### config.mk
export PLATFORM = sky130hd
export DESIGN_NAME = xbar_sched_matrix
export DESIGN_NICKNAME = d
export VERILOG_FILES = /design/src/rtl/xbar_sched_matrix.sv
export SDC_FILE = /design/constraint.sdc
export NUM_CORES = 1
export LEC_CHECK = 0
export BUFFER_PORTS_ARGS = -buffer_cell sky130_fd_sc_hd__buf_2
export CAP_MARGIN = 20
export CORE_AREA = 2 2 225 316
export DETAILED_ROUTE_END_ITERATION = 7
export DIE_AREA = 0 0 227 318
export REMOVE_ABC_BUFFERS = 1
export SLEW_MARGIN = 20
export SYNTH_ARGS = -nofsm -noshare
export SYNTH_HDL_FRONTEND = slang
export SYNTH_SLANG_ARGS = --single-unit
### constraint.sdc
create_clock -name clk -period 4.7 [get_ports clk]
set_input_delay 0.47 -clock clk [delete_from_list [all_inputs] [get_ports clk]]
set_output_delay 0.47 -clock clk [all_outputs]
set_load 0.02 [all_outputs]
### src/rtl/xbar_sched_matrix.sv
// xbar_sched_matrix: per-bank round-robin scheduler over per-channel pending-entry bitmaps with aging override
module xbar_sched_matrix #(
  parameter int NUM_CH = 3,
  parameter int NUM_BANK = 4,
  parameter int DEPTH = 8,
  parameter int ADDR_W = 32,
  parameter int BANK_LSB = 8,
  parameter int MAX_WAIT = 15,
  localparam int PW = $clog2(DEPTH),
  localparam int BW = $clog2(NUM_BANK),
  localparam int CW = $clog2(NUM_CH)
) (
  input  logic                             clk,
  input  logic                             rst,
  input  logic [NUM_CH-1:0]                ch_push_valid,
  input  logic [NUM_CH-1:0]                ch_push_ready,
  input  logic [NUM_CH*ADDR_W-1:0]         ch_push_addr,
  input  logic [NUM_CH*PW-1:0]             ch_w_ptr,
  input  logic [NUM_CH*PW-1:0]             ch_r_ptr,
  input  logic [NUM_CH-1:0]                ch_flush,
  output logic [NUM_BANK-1:0]              bank_req_valid,
  input  logic [NUM_BANK-1:0]              bank_req_ready,
  output logic [NUM_BANK*NUM_CH-1:0]       bank_ch_1hot,
  output logic [NUM_CH*NUM_BANK*DEPTH-1:0] ch_bank_entry_1hot,
  output logic [NUM_CH*NUM_BANK-1:0]       ch_bank_last_pop,
  output logic [NUM_CH*(PW+1)-1:0]         ch_pending_cnt,
  output logic [NUM_BANK-1:0]              bank_starved
);
  function automatic logic [CW-1:0] ch_mod(input int k);
    return CW'(k % NUM_CH);
  endfunction
  logic [DEPTH-1:0] v_q [NUM_CH][NUM_BANK];
  logic [DEPTH-1:0] v_d [NUM_CH][NUM_BANK];
  logic [DEPTH-1:0] sel [NUM_CH][NUM_BANK];
  logic [7:0] wait_q [NUM_CH][NUM_BANK];
  logic [7:0] wait_d [NUM_CH][NUM_BANK];
  logic push [NUM_CH][NUM_BANK];
  logic pop [NUM_CH][NUM_BANK];
  logic [CW-1:0] rr_q [NUM_BANK];
  logic [CW-1:0] rr_d [NUM_BANK];
  logic [CW-1:0] hold_ch_q [NUM_BANK];
  logic [CW-1:0] hold_ch_d [NUM_BANK];
  logic [CW-1:0] rr_gnt [NUM_BANK];
  logic [CW-1:0] age_gnt [NUM_BANK];
  logic [CW-1:0] gnt [NUM_BANK];
  logic [NUM_CH-1:0] req [NUM_BANK];
  logic [NUM_BANK-1:0] hold_q, hold_d, hs;
  logic [NUM_CH-1:0] dup;
  always_comb begin
    for (int c = 0; c < NUM_CH; c++)
      for (int b = 0; b < NUM_BANK; b++) begin
        sel[c][b] = '0;
        for (int i = DEPTH-1; i >= 0; i--)
          sel[c][b] = v_q[c][b][PW'(ch_r_ptr[c*PW +: PW] + PW'(i))] ? DEPTH'(1) << PW'(ch_r_ptr[c*PW +: PW] + PW'(i)) : sel[c][b];
      end
  end
  always_comb begin
    bank_req_valid = '0;
    bank_starved = '0;
    hs = '0;
    for (int b = 0; b < NUM_BANK; b++) begin
      req[b] = '0;
      rr_gnt[b] = '0;
      age_gnt[b] = '0;
      for (int c = 0; c < NUM_CH; c++)
        req[b][c] = |v_q[c][b];
      for (int i = NUM_CH-1; i >= 0; i--)
        rr_gnt[b] = req[b][ch_mod(int'(rr_q[b]) + i)] ? ch_mod(int'(rr_q[b]) + i) : rr_gnt[b];
      for (int c = NUM_CH-1; c >= 0; c--) begin
        bank_starved[b] = bank_starved[b] | (req[b][c] && wait_q[c][b] == 8'(MAX_WAIT));
        age_gnt[b] = (req[b][c] && wait_q[c][b] == 8'(MAX_WAIT)) ? CW'(c) : age_gnt[b];
      end
      gnt[b] = bank_starved[b] ? age_gnt[b] : (hold_q[b] && req[b][hold_ch_q[b]]) ? hold_ch_q[b] : rr_gnt[b];
      bank_req_valid[b] = |req[b];
      hs[b] = bank_req_valid[b] & bank_req_ready[b];
    end
  end
  always_comb begin
    bank_ch_1hot = '0;
    ch_bank_entry_1hot = '0;
    ch_bank_last_pop = '0;
    ch_pending_cnt = '0;
    dup = '0;
    for (int b = 0; b < NUM_BANK; b++) begin
      rr_d[b] = (hs[b] && !bank_starved[b]) ? ch_mod(int'(gnt[b]) + 1) : rr_q[b];
      hold_d[b] = bank_req_valid[b] & ~bank_req_ready[b];
      hold_ch_d[b] = gnt[b];
    end
    for (int c = 0; c < NUM_CH; c++)
      for (int b = 0; b < NUM_BANK; b++) begin
        push[c][b] = ch_push_valid[c] & ch_push_ready[c] & (ch_push_addr[c*ADDR_W+BANK_LSB +: BW] == BW'(b));
        pop[c][b] = hs[b] && gnt[b] == CW'(c);
        v_d[c][b] = (ch_flush[c] ? '0 : v_q[c][b] & ~(pop[c][b] ? sel[c][b] : '0))
                  | (push[c][b] ? DEPTH'(1) << ch_w_ptr[c*PW +: PW] : '0);
        wait_d[c][b] = (ch_flush[c] || !req[b][c] || pop[c][b]) ? 8'd0
                     : wait_q[c][b] + 8'(wait_q[c][b] != 8'(MAX_WAIT));
        dup[c] = dup[c] | (push[c][b] & v_q[c][b][ch_w_ptr[c*PW +: PW]] & ~ch_flush[c]
                 & ~(pop[c][b] & sel[c][b][ch_w_ptr[c*PW +: PW]]));
        bank_ch_1hot[b*NUM_CH + c] = bank_req_valid[b] && gnt[b] == CW'(c);
        ch_bank_entry_1hot[(c*NUM_BANK+b)*DEPTH +: DEPTH] = sel[c][b];
        ch_bank_last_pop[c*NUM_BANK+b] = ~v_q[c][b][ch_r_ptr[c*PW +: PW]];
        ch_pending_cnt[c*(PW+1) +: PW+1] = ch_pending_cnt[c*(PW+1) +: PW+1] + (PW+1)'($countones(v_q[c][b]));
      end
  end
  always_ff @(posedge clk) begin
    if (rst) begin
      v_q <= '{default: '0};
      wait_q <= '{default: '0};
      rr_q <= '{default: '0};
      hold_ch_q <= '{default: '0};
      hold_q <= '0;
    end else begin
      v_q <= v_d;
      wait_q <= wait_d;
      rr_q <= rr_d;
      hold_ch_q <= hold_ch_d;
      hold_q <= hold_d;
    end
  end
  always @(posedge clk)
    if (!rst) assert (dup == '0);
endmodule
==> reports/metrics.csv <==
metric,value,unit
cp_slowest_cell,fa_1,
grt_pass1_vias,28600,
nNetsFinal,4074,
detail_route.wirelength,117000,um
die-height,318,um
synth_flop_cell,dfxtp_1,
core,0.0696,mm^2
clock_latency,520,ps
vias,30500,
synthArstFlopShare,0,%
ios,269,
hold_viol,0,
cts_hold_buf,0,
postSynthCellCount,3557,
violations,negative setup slack,
startpoint_type,register,
fin_ws,-763,ps
path_delay_family,adder cells,
grt_max_degree,48,
finalNonFillerCells,4697,
yosysWarnings,0,
placed_cells_incl_taps,4661,
synth_sequential_area_ratio,15.4,%
design.die.area,0.0722,mm^2
seq_area,0.00427,mm^2
crit_path_max_fanout,2,
gp_congestion,1.05,
drive_above_1_share,19.3,%
port_buffers,178,
ir_drop,0.159,mV
rows,115,
synth_edf_count,0,
syn_avg_cell_area,7.74,um^2
drc,0,
wl_per_cell,24.9,um
drv_slew,0,
start_util,39.6,%
worst-path-buf-inv,6,
ys_types,102,
status,finished with violations,
syn2layout_area_growth,13.7,%
p_per_area,154,mW/mm^2
final_cell_mix,"442 x nand2_1, 296 x nor2_1, 232 x buf_4",
tritoncts,built,
antenna_left,0,
setup_viol,10,
n_fill_cell,7146,
dpl.hpwl,89900,um
crit_chain,ha_4 -> inv_2 -> fa_1 -> inv_2 -> fa_1 -> fa_1 -> fa_1 -> inv_2 -> fa_1 -> inv_2 -> ha_4 -> fa_2 -> xnor2_2 -> xnor2_1 -> xnor2_1 -> buf_4 -> buf_6,
max_stage_delay,540,ps
grt-ovfl-total,0,
required,4230,ps
pre_cts_ws,-452,ps
antenna_found_initial,3,
vias_per_cell,6.49,
place_area,0.0304,mm^2
grt_usage,31.3,%
synth_seq_cells,212,
synthesis.area,0.0275,mm^2
crit_top_cell,fa_1,
cts_buffers,21,
end_kind,primary output,
final_common_cell,nand2_1,
worstSetupPathType,register to primary output,
drv_cap,0,
clkTransAtPathRegs,60,ps
antenna_cells,0,
rsz0062_at_grt,yes,
fin_crit,5460,ps
hold_slack,238,ps
cts-root-buf,clkbuf_16,
multi_input_area,0.0216,mm^2
fmax,183,MHz
finClkSkew,17.4,ps
slew_headroom,22.0,%
leakage,12.4,nW
die_w,227,um
worstMarginPinSlew,1140,ps
drt_iter0_drc,3683,
firstDrtPassIters,8,
cts_max_path_buffers,3,
min_path_type,input pin to register,
arrival,4990,ps
fin_area,0.0313,mm^2
post-route-period-util,116,%
post_cts_buffers,0,
cts_sinks,212,
grt_pass1_wl,175000,um
cts_max_level,1,
power.total,4.82,mW
path summary, 6_finish.rpt:
check | start | slack, ps | cells past startpoint | end
setup reg to reg | v_q[25]$_SDFF_PP0_ | 560 | 14 | v_q[56]$_SDFF_PP0_
hold reg to reg | wait_q[79]$_SDFF_PP0_ | 490 | 2 | wait_q[79]$_SDFF_PP0_
setup / recovery | v_q[11]$_SDFF_PP0_ | -760 | 17 | ch_pending_cnt[11]
hold / removal | bank_req_ready[1] | 240 | 2 | hold_q[1]$_SDFF_PP0_
layout make-up:
| type | count | share of cell area (%) |
|---|---|---|
| clock buffer | 29 | 1.90 |
| clock inverter | 7 | 0.292 |
| inverter | 231 | 2.78 |
| multi-input combinational | 2873 | 69.0 |
| sequential | 212 | 13.6 |
| tap | 936 | 3.74 |
| timing repair buffer | 409 | 8.69 |
routing by layer:
metal	vias up	wire length, um	GRT usage [%]
met3	546	10500	4.11
met5	-	24	0
met2	1965	55300	52.4
met4	4	9300	19.6
li1	13600	-	-
met1	14400	42000	37.7
registers in the layout, indices dropped and copies added, names as in the netlist:
register / cells
hold_ch_q: 8
wait_q: 96
hold_q: 4
v_q: 96
rr_q: 8
through the flow:
step / util, % / setup TNS [ps]
2_1_floorplan: - / -1130
3_3_place_gp: 43.6 / -2140
3_5_place_dp: 43.6 / -2340
4_1_cts: 44.9 / -5740
5_1_grt: 45.0 / -6780
6_report: 45.0 / -5360
repair_timing:
action | in CTS | in global routing
hold endpoints to repair | 0 | 0
endpoints found under the setup margin | 11 | 11
gates resized for setup | 81 | 20
pin swaps | 44 | 14
cell families after synthesis:
group           Yosys count  synth area share [%]
fa+ha+maj               199                  11.0
compound gates          930                  23.6
flops                   212                  15.4
mux                     245                  15.0
xor+xnor                 84                  2.70
simple gates           1415                  25.2
buf+inv                 472                  7.03
cells in the mapped netlist (11+ instances only):
library cell / instances / share of area, %
o21ai_0: 153 / 2.8
nor3_1: 43 / 0.78
nand3_1: 185 / 3.4
a21oi_1: 186 / 3.4
a221oi_1: 34 / 1.1
mux2_2: 24 / 0.98
nor2b_1: 63 / 1.4
o31ai_1: 19 / 0.52
o21ai_1: 24 / 0.44
nand3b_1: 29 / 0.79
inv_1: 221 / 3.0
a311oi_1: 25 / 0.79
a211oi_1: 40 / 1.1
and2_1: 93 / 2.1
nand4_1: 66 / 1.5
and4_1: 12 / 0.38
nor3b_1: 23 / 0.63
a32o_1: 24 / 0.87
xor2_1: 50 / 1.6
buf_2: 45 / 0.82
and3_1: 41 / 0.93
fa_1: 71 / 5.2
or3_1: 14 / 0.32
xnor2_1: 33 / 1.0
buf_1: 23 / 0.31
o22ai_1: 21 / 0.48
mux4_2: 124 / 10
a31oi_1: 50 / 1.1
nor4_1: 13 / 0.30
nor4b_1: 14 / 0.45
a21o_1: 22 / 0.60
nand2b_1: 43 / 0.98
ha_1: 126 / 5.7
dfxtp_1: 212 / 15
a32oi_1: 46 / 1.5
mux2i_1: 81 / 2.9
a22oi_1: 53 / 1.4
o21a_1: 14 / 0.38
o221ai_1: 21 / 0.67
clkbuf_1: 155 / 2.1
nor2_1: 297 / 4.0
nand2_1: 442 / 6.0
nand4b_1: 11 / 0.35
o211ai_1: 39 / 1.1
power by group:
| part | internal (mW) | switching [mW] | total, mW |
|---|---|---|---|
| Clock | 0.996 | 0.730 | 1.73 |
| Combinational | 0.392 | 0.886 | 1.28 |
| Sequential | 1.81 | 0.0107 | 1.82 |
| Total | 3.19 | 1.63 | 4.82 |
worst reg2reg max path, delay by kind of cell (launching register included):
family,cells,cell delay [ps]
buffers and inverters,3,410
and+or+nand+nor,4,1730
muxes,1,290
AOI/OAI and AO/OA,4,860
adders and majority gates,2,440
DFF,1,310
No activity file was read; power rests on OpenSTA's default activity.
